==> config.mk <==
export PLATFORM = sky130hd
export DESIGN_NAME = reg_file_reader
export DESIGN_NICKNAME = d
export VERILOG_FILES = /design/src/rtl/regfile_pkg.sv /design/src/rtl/reg_file_reader.sv
export SDC_FILE = /design/constraint.sdc
export NUM_CORES = 1
export LEC_CHECK = 0
export CAP_MARGIN = 20
export CORE_AREA = 2 2 46 65
export CTS_CLUSTER_SIZE = 28
export DETAILED_ROUTE_END_ITERATION = 6
export DIE_AREA = 0 0 48 67
export GPL_TIMING_DRIVEN = 0
export HOLD_SLACK_MARGIN = 0.1
export PLACE_DENSITY_LB_ADDON = 0.05
export REMOVE_ABC_BUFFERS = 1
export SLEW_MARGIN = 20
export SYNTH_ARGS = -nofsm -noshare
export SYNTH_HDL_FRONTEND = slang
export SYNTH_SLANG_ARGS = --single-unit
export TNS_END_PERCENT = 30
==> constraint.sdc <==
create_clock -name clk -period 1.8 [get_ports clk]
set_input_delay 0.27 -clock clk [delete_from_list [all_inputs] [get_ports clk]]
set_output_delay 0.27 -clock clk [all_outputs]
set_load 0.1 [all_outputs]
==> src/rtl/regfile_pkg.sv <==
// Shared defaults and state encoding for the register-file dump reader.
package regfile_pkg;

  localparam int unsigned ADDR_W_DEF = 4;
  localparam int unsigned DATA_W_DEF = 8;

  typedef enum logic [2:0] {
    IDLE,
    FETCH,
    SEND,
    CSUM,
    DONE
  } reader_state_t;

endpackage

==> src/rtl/reg_file_reader.sv <==
// Streams registers first_addr..last_addr (wrapping) out of a register file read port.
// Define REGDUMP_CHECKSUM_EN to append a checksum beat after the last register.
module reg_file_reader
  import regfile_pkg::*;
#(
  parameter int unsigned ADDR_W = ADDR_W_DEF,
  parameter int unsigned DATA_W = DATA_W_DEF
) (
  input  logic              clk,
  input  logic              rst_n,
  input  logic              start,
  input  logic [ADDR_W-1:0] first_addr,
  input  logic [ADDR_W-1:0] last_addr,
  output logic [ADDR_W-1:0] RA,
  input  logic [DATA_W-1:0] RD,
  output logic [DATA_W-1:0] out_data,
  output logic [ADDR_W-1:0] out_addr,
  output logic              out_valid,
  input  logic              out_ready,
  output logic              out_last,
  output logic              busy,
  output logic              done
);

  reader_state_t     state;
  logic [ADDR_W-1:0] addr;
  logic [ADDR_W-1:0] last;
`ifdef REGDUMP_CHECKSUM_EN
  logic [DATA_W-1:0] csum;
`endif

  // Read port is only addressed during FETCH so RD is sampled exactly then.
  assign RA        = (state == FETCH) ? addr : '0;
  assign out_valid = (state == SEND) || (state == CSUM);
  assign busy      = (state != IDLE);
  assign done      = (state == DONE);

  always_ff @(posedge clk) begin
    if (!rst_n) begin
      state    <= IDLE;
      addr     <= '0;
      last     <= '0;
      out_data <= '0;
      out_addr <= '0;
      out_last <= 1'b0;
`ifdef REGDUMP_CHECKSUM_EN
      csum     <= '0;
`endif
    end else begin
      case (state)
        IDLE: begin
          if (start) begin
            addr  <= first_addr;
            last  <= last_addr;
`ifdef REGDUMP_CHECKSUM_EN
            csum  <= '0;
`endif
            state <= FETCH;
          end
        end
        FETCH: begin
          out_data <= RD;
          out_addr <= addr;
`ifdef REGDUMP_CHECKSUM_EN
          csum     <= csum + RD;
          out_last <= 1'b0;
`else
          out_last <= (addr == last);
`endif
          state    <= SEND;
        end
        SEND: begin
          if (out_ready) begin
            if (addr == last) begin
`ifdef REGDUMP_CHECKSUM_EN
              // csum already includes the word just accepted
              out_data <= csum;
              out_addr <= '1;
              out_last <= 1'b1;
              state    <= CSUM;
`else
              out_last <= 1'b0;
              state    <= DONE;
`endif
            end else begin
              addr  <= addr + 1'b1;
              state <= FETCH;
            end
          end
        end
`ifdef REGDUMP_CHECKSUM_EN
        CSUM: begin
          if (out_ready) begin
            out_last <= 1'b0;
            state    <= DONE;
          end
        end
`endif
        DONE:    state <= IDLE;
        default: state <= IDLE;
      endcase
    end
  end

endmodule

After elaboration in Yosys (flattened, before gate mapping)
Index checks and enable logic that the tools add are counted.
- eq/ne operators: 9
- muxes and demuxes: 12
- add/sub/neg operators: 1
- reductions and logical operators: 9
- operator list (cell ; number):
    4-bit two-way mux ; 4
    3-bit two-way mux ; 3
    3-bit one-hot mux with 3 select lines ; 1
    4-bit one-hot mux with 2 select lines ; 1
    3-bit by 2-bit equality test with 1-bit output (second input constant) ; 2
    2-bit != test (second input constant) ; 3
    4-bit by 1-bit adder with 4-bit output (second input constant) ; 1
    4-bit equality test ; 1
    2-bit AND reduction ; 2
    4-bit AND reduction ; 1
    2-bit nonzero test ; 2
    3-bit by 1-bit equality test with 1-bit output (second input constant) ; 1
    3-bit equality test (second input constant) ; 1
    3-bit logical NOT ; 1
    3-bit AND reduction ; 1
    3-bit nonzero test ; 1
    1-bit two-way mux ; 2
    2-bit by 1-bit != test with 1-bit output (second input constant) ; 1
    1-bit one-hot mux with 2 select lines ; 1
    1-bit logical OR ; 1
- register bits: 24
- word-level logic and storage cells: 37
- output and inout bits: 20
- input port bits: 20

Depth between registers and ports, before layout
Gate-level depths: netlist (run 1).
- word-level depth: 4
- depth in mapped cells: 5
- mapped depth without buffers: 4

Least setup slack after synthesis (run 1)
No wires, ideal clock.
- kind: register to output
- start: reg state[2]
- end: out done
- path slack: -1113 ps
- cell stages (with the launch flop): 2
- data arrival time: 2643 ps
- cells stage by stage: dfxtp_1 > nor3b_1
- cells in the longest elaborated chain, start to end: 1
- RTL lines (what ; RTL line ; text):
    start: declaration ; reg_file_reader.sv:25 ; reader_state_t state;
    start signal: assignment ; reg_file_reader.sv:40 ; state <= IDLE;
    start signal: assignment ; reg_file_reader.sv:58 ; state <= FETCH;
    start signal: assignment ; reg_file_reader.sv:70 ; state <= SEND;
    3-bit equality test ; reg_file_reader.sv:36 ; assign done = (state == DONE);
    end: declaration ; reg_file_reader.sv:22 ; output logic done
No other way between the ends.

Worst setup path in the final report (run 1)
- start: reg out_data[2]
- end: out out_data[2]
- RTL lines (what ; RTL line ; text):
    start: declaration ; reg_file_reader.sv:16 ; output logic [DATA_W-1:0] out_data,
    start signal: assignment ; reg_file_reader.sv:43 ; out_data <= '0;
    start signal: assignment ; reg_file_reader.sv:62 ; out_data <= RD;
No word-level cell between the ends.

==> results of run 1 <==
cells by family after synthesis:
kind of cell / after synthesis / synth area share
xor+xnor: 4 / 0.0321
compound gates: 25 / 0.148
simple gates: 62 / 0.296
buf+inv: 12 / 0.0493
fa+ha+maj: 1 / 0.0115
mux: 2 / 0.0229
flops: 24 / 0.440
layout make-up:
type | instances | area (sq um)
sequential | 24 | 487
fill | 264 | 1080
inverter | 6 | 22.5
tap | 36 | 45.0
multi-input combinational | 94 | 573
timing repair buffer | 40 | 380
clock buffer | 3 | 22.5
synthesized netlist by cell type:
cell	number	area [sq um]
sky130_fd_sc_hd__nand2_2	1	6.26
sky130_fd_sc_hd__o32ai_2	2	32.5
sky130_fd_sc_hd__or3b_1	1	8.76
sky130_fd_sc_hd__o211ai_1	1	7.51
sky130_fd_sc_hd__o21a_1	1	7.51
sky130_fd_sc_hd__nor2_1	7	26.3
sky130_fd_sc_hd__a31oi_1	1	6.26
sky130_fd_sc_hd__o22ai_1	1	6.26
sky130_fd_sc_hd__buf_2	1	5.00
sky130_fd_sc_hd__mux2i_1	1	10.0
sky130_fd_sc_hd__mux2_4	1	15.0
sky130_fd_sc_hd__nor3b_2	2	25.0
sky130_fd_sc_hd__clkbuf_1	4	15.0
sky130_fd_sc_hd__or3b_2	1	8.76
sky130_fd_sc_hd__o21a_2	1	8.76
sky130_fd_sc_hd__nand3_1	8	40.0
sky130_fd_sc_hd__nor3_1	1	5.00
sky130_fd_sc_hd__nor3b_1	3	22.5
sky130_fd_sc_hd__or3_1	1	6.26
sky130_fd_sc_hd__xor2_1	4	35.0
sky130_fd_sc_hd__a21oi_1	17	85.1
sky130_fd_sc_hd__dfxtp_1	24	480
sky130_fd_sc_hd__nor4_4	1	21.3
sky130_fd_sc_hd__and2_1	1	6.26
sky130_fd_sc_hd__nand2_1	32	120
sky130_fd_sc_hd__nor2b_1	1	6.26
sky130_fd_sc_hd__inv_1	6	22.5
sky130_fd_sc_hd__ha_1	1	12.5
sky130_fd_sc_hd__buf_6	1	11.3
sky130_fd_sc_hd__a21boi_0	1	7.51
sky130_fd_sc_hd__nor3_2	2	20.0
placed cells by master, fill, tap and decap left out, types with 2 or more instances in the layout:
| master | n |
|---|---|
| sky130_fd_sc_hd__clkbuf_4 | 3 |
| sky130_fd_sc_hd__dfxtp_1 | 21 |
| sky130_fd_sc_hd__dfxtp_2 | 2 |
| sky130_fd_sc_hd__clkbuf_2 | 8 |
| sky130_fd_sc_hd__nor3b_1 | 2 |
| sky130_fd_sc_hd__xor2_1 | 4 |
| sky130_fd_sc_hd__o32ai_2 | 2 |
| sky130_fd_sc_hd__a21oi_1 | 17 |
| sky130_fd_sc_hd__inv_1 | 4 |
| sky130_fd_sc_hd__nor3_2 | 2 |
| sky130_fd_sc_hd__buf_12 | 3 |
| sky130_fd_sc_hd__buf_2 | 2 |
| sky130_fd_sc_hd__inv_2 | 2 |
| sky130_fd_sc_hd__nand2_2 | 3 |
| sky130_fd_sc_hd__clkdlybuf4s15_1 | 5 |
| sky130_fd_sc_hd__nor2_1 | 7 |
| sky130_fd_sc_hd__nand3_1 | 8 |
| sky130_fd_sc_hd__nand2_1 | 30 |
| sky130_fd_sc_hd__nor3b_2 | 2 |
| sky130_fd_sc_hd__clkdlybuf4s50_1 | 19 |
metal layers:
layer  wire length, um  part of all wire  up-vias
met5                 0                 0        -
met4                21            0.0088        0
met3               120             0.051        2
met2              1310              0.55       29
met1               929              0.39      447
li1                  -                 -      510
flip-flops by register name (all words and copies together), names as in the netlist:
register and flops:
out_data 8, state 3, out_addr 4, last 4, out_last 1, addr 4
power by group through the flow:
stage,combinational [uW],clock [uW],sequential (uW)
6_report,397,221,597
5_1_grt,423,263,603
4_1_cts,397,238,596
3_5_place_dp,406,0,608
3_3_place_gp,399,0,606
2_1_floorplan,184,0,705
path summary, 6_finish.rpt:
check	start	to
setup reg to reg	addr[2]	addr[1]
hold reg to reg	out_data[5]	out_data[5]
hold / removal	out_data[5]	out_data[5]
setup / recovery	out_data[2]	out_data[2]
worst min-delay path: stages (launching register included):
cell,delay [ns]
sky130_fd_sc_hd__dfxtp_1,0.33
sky130_fd_sc_hd__nand2_1,0.05
sky130_fd_sc_hd__a21oi_1,0.05
per-stage QoR:
stage / worst slack, ns / std cells / power (uW) / util / hold slack [ns]
floorplan: -1.11 / 124 / 889 / - / 0.388
global placement: -1.60 / 199 / 1000 / 0.572 / 0.441
detailed placement: -0.636 / 200 / 1010 / 0.577 / 0.446
CTS: 0.00741 / 203 / 1230 / 0.581 / 0.462
global route: -0.0281 / 203 / 1290 / 0.585 / 0.480
finish: 0.0584 / 203 / 1220 / 0.585 / 0.461
repair_timing:
item,CTS,global route
setup endpoints to repair,20,20
pin swaps,0,2
resized for setup,59,32
==> impl_metrics.tcl, run 1 <==
set metrics [dict create \
    postCtsSetupRepairBufs 0 \
    fmax_ghz 0.574 \
    final_layout_size_suffix_gt1_frac 0.228 \
    antenna_found_initial 0 \
    timing_max_transition_violations_final 0 \
    mapped_area_sq_um 1090 \
    grt_use_met3 0.0271 \
    drt_pass_1_iters 5 \
    gp_congestion 0.828 \
    synth_cell_types 31 \
    power_frac_clock 0.182 \
    grt_first_pass_wirelength_mm 3.92 \
    critical_path.cell_chain "clkdlybuf4s15_1" \
    timing.critical_path.slowest_cell_delay_ns 0.82 \
    count_of_synthesis_stage_warnings_from_yosys 0 \
    grt_util_met1 0.183 \
    drv.max_cap_violation_count 0 \
    final_area_sq_um 1530 \
    pwr-share-comb 0.327 \
    die_height_um 67 \
    clock-skew-final_ns 0.00232 \
    core_region_area_sq_um 2620 \
    worstHoldPathType "reg2reg" \
    worstSetupStartpointType "register" \
    width_of_the_chip_um 48 \
    cts_made_buffers 3 \
    first_global_vias 965 \
    path_buf_inv 1 \
    root_buffer "sky130_fd_sc_hd__clkbuf_4" \
    setup_violations 0 \
    cp_num_cells 1 \
    globalRoute.totalOverflow 0 \
    count_of_hold_fix_buffers_inserted_at_cts 0 \
    ant_nets 0 \
    placement_rows 22 \
    globalRouteMet2Util 0.293 \
    clock_tree.buffer_depth 2 \
    reg2regPathDepth 4 \
    power_leakage_uw 0.000633 \
    drc 0 \
    hold_viol 0 \
    p_sw_frac 0.369 \
    setup_total_negative_slack_ns 0 \
    end_kind "output port" \
    fin_crit_sh 0.968 \
    placed_area_sq_um 1510 \
    cp.required_ns 1.53 \
    ios 40 \
    cell_internal_pwr_uw 768 \
    worst_hold_path.num_cells 2 \
    synthesis.area_per_instance_sq_um 8.39 \
    grt_use_total 0.169 \
    grt_max_degree 22 \
    viasPerCell 4.87 \
    drt-total-wl_mm 2.38 \
    timing.max_slew.rel_slack 0.366 \
    status "finished, final reports clean" \
    postSynthRegisterBits 24 \
    power-per-cell-area_nw_per_um2 794 \
    tritoncts "built" \
    area_growth_pct 40.3 \
    power_frac_seq 0.491 \
    hpwlAfterDp_mm 1.78 \
    post_drt_wl_per_cell_um 11.7 \
    finish.net_count 190 \
    crit_path_max_fanout 2 \
    clock_tree.htree_level_count 1 \
    seq_area_frac_synth 0.440 \
    ir_drop_v 0.000436 \
    start_util 0.417 \
    cts.sink_count 24 \
    antennaDiodeCount 0 \
    drt-initial-drc-count 28 \
    detailroute.via_count 988 \
    layout_min_cycle_time_ns 1.74 \
    cp_slowest_cell "sky130_fd_sc_hd__clkdlybuf4s15_1" \
    total_die_area_sq_um 3220 \
    setup_repair_after_global_routing_missed_its_margin "true" \
    data_arrival_time_of_the_worst_path_ns 1.47 \
    timing_worst_slew_pin_value_ns 0.954 \
    path_clk_slew_ns 0.12 \
    netSwitchingPower_uw 448 \
    clkLatencyLatePin_ns 0.30 \
    critical_path_class "reg2out" \
    synthesis.instances 130 \
    port-buffer-count 39 \
    timing.critical_path.max_delay_family "buffers and inverters" \
    gr-max-usage-layer "met2" \
    regToRegSetupSlack_ns 0.21 \
]
(Power assumes the default switching activity.)
==> run 2, diff against run 1 <==
- ABC_AREA: not set -> 1
- CORE_AREA: 2 2 46 65 -> 2 2 47 66
- DIE_AREA: 0 0 48 67 -> 0 0 49 68
==> impl_metrics.tcl, run 2 <==
set metrics [dict create \
    ios 40 \
    synth_adder_area_share 0.0109 \
    portion_of_synthesized_cell_area_occupied_by_the_leading_cell_type 0.420 \
    mapped_area_sq_um 1140 \
    clkLatencyLatePin_ns 0.26 \
    timing.critical_path.slowest_cell_delay_ns 0.86 \
    globalRoute.totalOverflow 0 \
    viasPerCell 4.62 \
    synth-main-ff-cell "sky130_fd_sc_hd__dfxtp_1" \
    grt_first_pass_wirelength_mm 4.51 \
    worstHoldPathType "reg2reg" \
    count_of_synthesis_stage_warnings_from_yosys 0 \
    data_arrival_time_of_the_worst_path_ns 1.46 \
    cts.sink_count 24 \
    crit_path_max_fanout 2 \
    grt_max_degree 20 \
    cts_made_buffers 3 \
    hp-start "out_addr[0]" \
    area_of_the_multi_input_gates_sq_um 567 \
    dominant_cell_type_by_area_after_synthesis "sky130_fd_sc_hd__dfxtp_1" \
    core_region_area_sq_um 2790 \
    synth_compound_gate_area_share 0.133 \
    power.total_uw 1640 \
    setup_total_negative_slack_ns 0 \
    synthesis.area_per_instance_sq_um 7.43 \
    count_of_flip_flops_with_a_built_in_enable_after_synthesis 0 \
    timing.critical_path.max_delay_family "buffers and inverters" \
    critical_path.cell_chain "dlygate4sd2_1" \
    fmax_ghz 0.578 \
    drt-total-wl_mm 2.54 \
    path_clk_slew_ns 0.08 \
    fillers 285 \
    power-per-cell-area_nw_per_um2 1010 \
    end_kind "output port" \
    hpwlAfterDp_mm 1.99 \
    timing_worst_slew_pin_value_ns 0.970 \
    status "finished, final reports clean" \
    synthesis.instances 154 \
    width_of_the_chip_um 49 \
    final_common_cell "sky130_fd_sc_hd__nand2_1" \
    timing_max_transition_violations_final 0 \
    reg2reg_to "addr[3]" \
    largest_register_ff_count 8 \
    antenna_found_initial 0 \
    ant_nets 0 \
    setup_repair_after_global_routing_missed_its_margin "true" \
    worstSetupStartpointType "register" \
    root_buffer "sky130_fd_sc_hd__clkbuf_8" \
    drc 0 \
    regMostFlops "out_data" \
    final_layout_size_suffix_gt1_frac 0.191 \
    holdPathEnd "out_addr[0]" \
    synth_area_leaders "sky130_fd_sc_hd__dfxtp_1, sky130_fd_sc_hd__nand2_1, sky130_fd_sc_hd__nor2_1" \
    path_buf_inv 1 \
    area_growth_pct 42.4 \
    ir_drop_v 0.000747 \
    synth_top_family_by_area "simple AND/OR/NAND/NOR gates" \
    critical_path_class "reg2out" \
    synth_cell_types 24 \
    total_die_area_sq_um 3330 \
    regToRegSetupSlack_ns 0.54 \
    seq_area_frac_synth 0.420 \
    r2r_start "addr[2]" \
    async_reset_ff_frac 0 \
    worst_hold_path.num_cells 2 \
    hold_viol 0 \
    ys_top_cells_by_count "sky130_fd_sc_hd__nand2_1, sky130_fd_sc_hd__dfxtp_1, sky130_fd_sc_hd__nor2_1" \
    antennaDiodeCount 0 \
    grt_use_total 0.173 \
    drt-initial-drc-count 9 \
    drv.max_cap_violation_count 0 \
    tritoncts "built" \
    synth_mux_area_frac 0 \
    detailroute.via_count 1067 \
    post_synth_xor_area_fraction 0.00765 \
    dpl_worst_slack_ns -0.840 \
    final_ws_setup_ns 0.0686 \
    gp_congestion 0.787 \
    timing.max_slew.rel_slack 0.356 \
    synth_simple_gate_area_share 0.339 \
    postSynthRegisterBits 24 \
    placement_rows 23 \
    start_util 0.410 \
    first_global_vias 1031 \
    layout_min_cycle_time_ns 1.73 \
    cp_slowest_cell "sky130_fd_sc_hd__dlygate4sd2_1" \
    clock-skew-final_ns 0.00195 \
    power_leakage_uw 0.000743 \
    count_of_hold_fix_buffers_inserted_at_cts 0 \
    die_height_um 68 \
    final_area_sq_um 1630 \
    finish.net_count 216 \
    fin_crit_sh 0.962 \
    clock_tree.htree_level_count 1 \
    final_cell_mix "sky130_fd_sc_hd__nand2_1, sky130_fd_sc_hd__nor2_1, sky130_fd_sc_hd__dfxtp_1" \
    reg2regPathDepth 9 \
    port-buffer-count 39 \
    placed_area_sq_um 1550 \
    synth.most_common_cell "sky130_fd_sc_hd__nand2_1" \
    setup.worst_path.start "out_last" \
    clock_tree.buffer_depth 2 \
    drt_pass_1_iters 3 \
    post_drt_wl_per_cell_um 11.0 \
    seqCellArea_sq_um 482 \
    cp.required_ns 1.53 \
    setup_violations 0 \
]
run 2: cell count changes after synthesis, moves of 3 or more:
cell,change
sky130_fd_sc_hd__o21ai_0,+16
sky130_fd_sc_hd__nor2_2,+6
sky130_fd_sc_hd__a21oi_1,-5
sky130_fd_sc_hd__xor2_1,-4
sky130_fd_sc_hd__nor3b_1,-3
sky130_fd_sc_hd__clkbuf_1,-3
sky130_fd_sc_hd__nor2_4,+3
sky130_fd_sc_hd__nand3_1,-7
sky130_fd_sc_hd__nand2_4,+4
sky130_fd_sc_hd__inv_2,+7
sky130_fd_sc_hd__nor2_1,+16
run 2: worst max path at each step:
stage | slack, ns | depth (start not counted) | end
2_1_floorplan | -1.07 | 2 | out_valid
3_3_place_gp | -0.83 | 5 | RA[1]
3_5_place_dp | -0.84 | 5 | RA[1]
4_1_cts | 0.02 | 5 | RA[0]
5_1_grt | -0.003 | 6 | RA[1]
6_report | 0.07 | 1 | out_last
run 2: per-stage QoR:
stage / std cells / util / hold slack (ns)
after floorplan: 150 / - / 0.387
after global placement: 226 / 0.555 / 0.455
after global routing: 231 / 0.584 / 0.510
after detailed placement: 226 / 0.555 / 0.459
final: 231 / 0.584 / 0.467
after CTS: 231 / 0.578 / 0.469
run 2: cell families (layout without fill, tap and decap cells):
logic type	count (synthesis)	in the layout
AOI/OAI and AO/OA	30	30
xor gates and xnor gates	1	1
adders and majority gates	1	1
buffers and inverters	21	61
DFF	24	24
and+or+nand+nor	77	77
run 2: repair_timing:
action,4_1_cts,5_1_grt
resized for setup,53,5
pin swaps,1,0
setup buffers,1,0
endpoints found under the setup margin,20,4
run 2: final cells by class:
type | count | area share
clock buffers | 3 | 0.0253
clock inverters | 1 | 0.0184
inverters | 17 | 0.0437
multi-input cells | 109 | 0.348
flip-flops and latches | 24 | 0.295
well taps | 37 | 0.0284
repair buffers | 40 | 0.241
run 2: per-layer routing:
layer / up-vias / wire, um / global-route usage / part of all wire
met4: 0 / 38 / 0.0643 / 0.015
met5: - / 0 / 0 / 0
met2: 19 / 1390 / 0.330 / 0.55
met1: 480 / 1030 / 0.194 / 0.41
li1: 564 / - / - / -
met3: 4 / 82 / 0.0284 / 0.032
run 2: power by group:
group	internal (uW)	leakage (uW)	switching [uW]	total, uW
sequential	580	0.000198	37.1	617
combinational	152	0.000510	406	558
clock	297	0.0000357	172	469
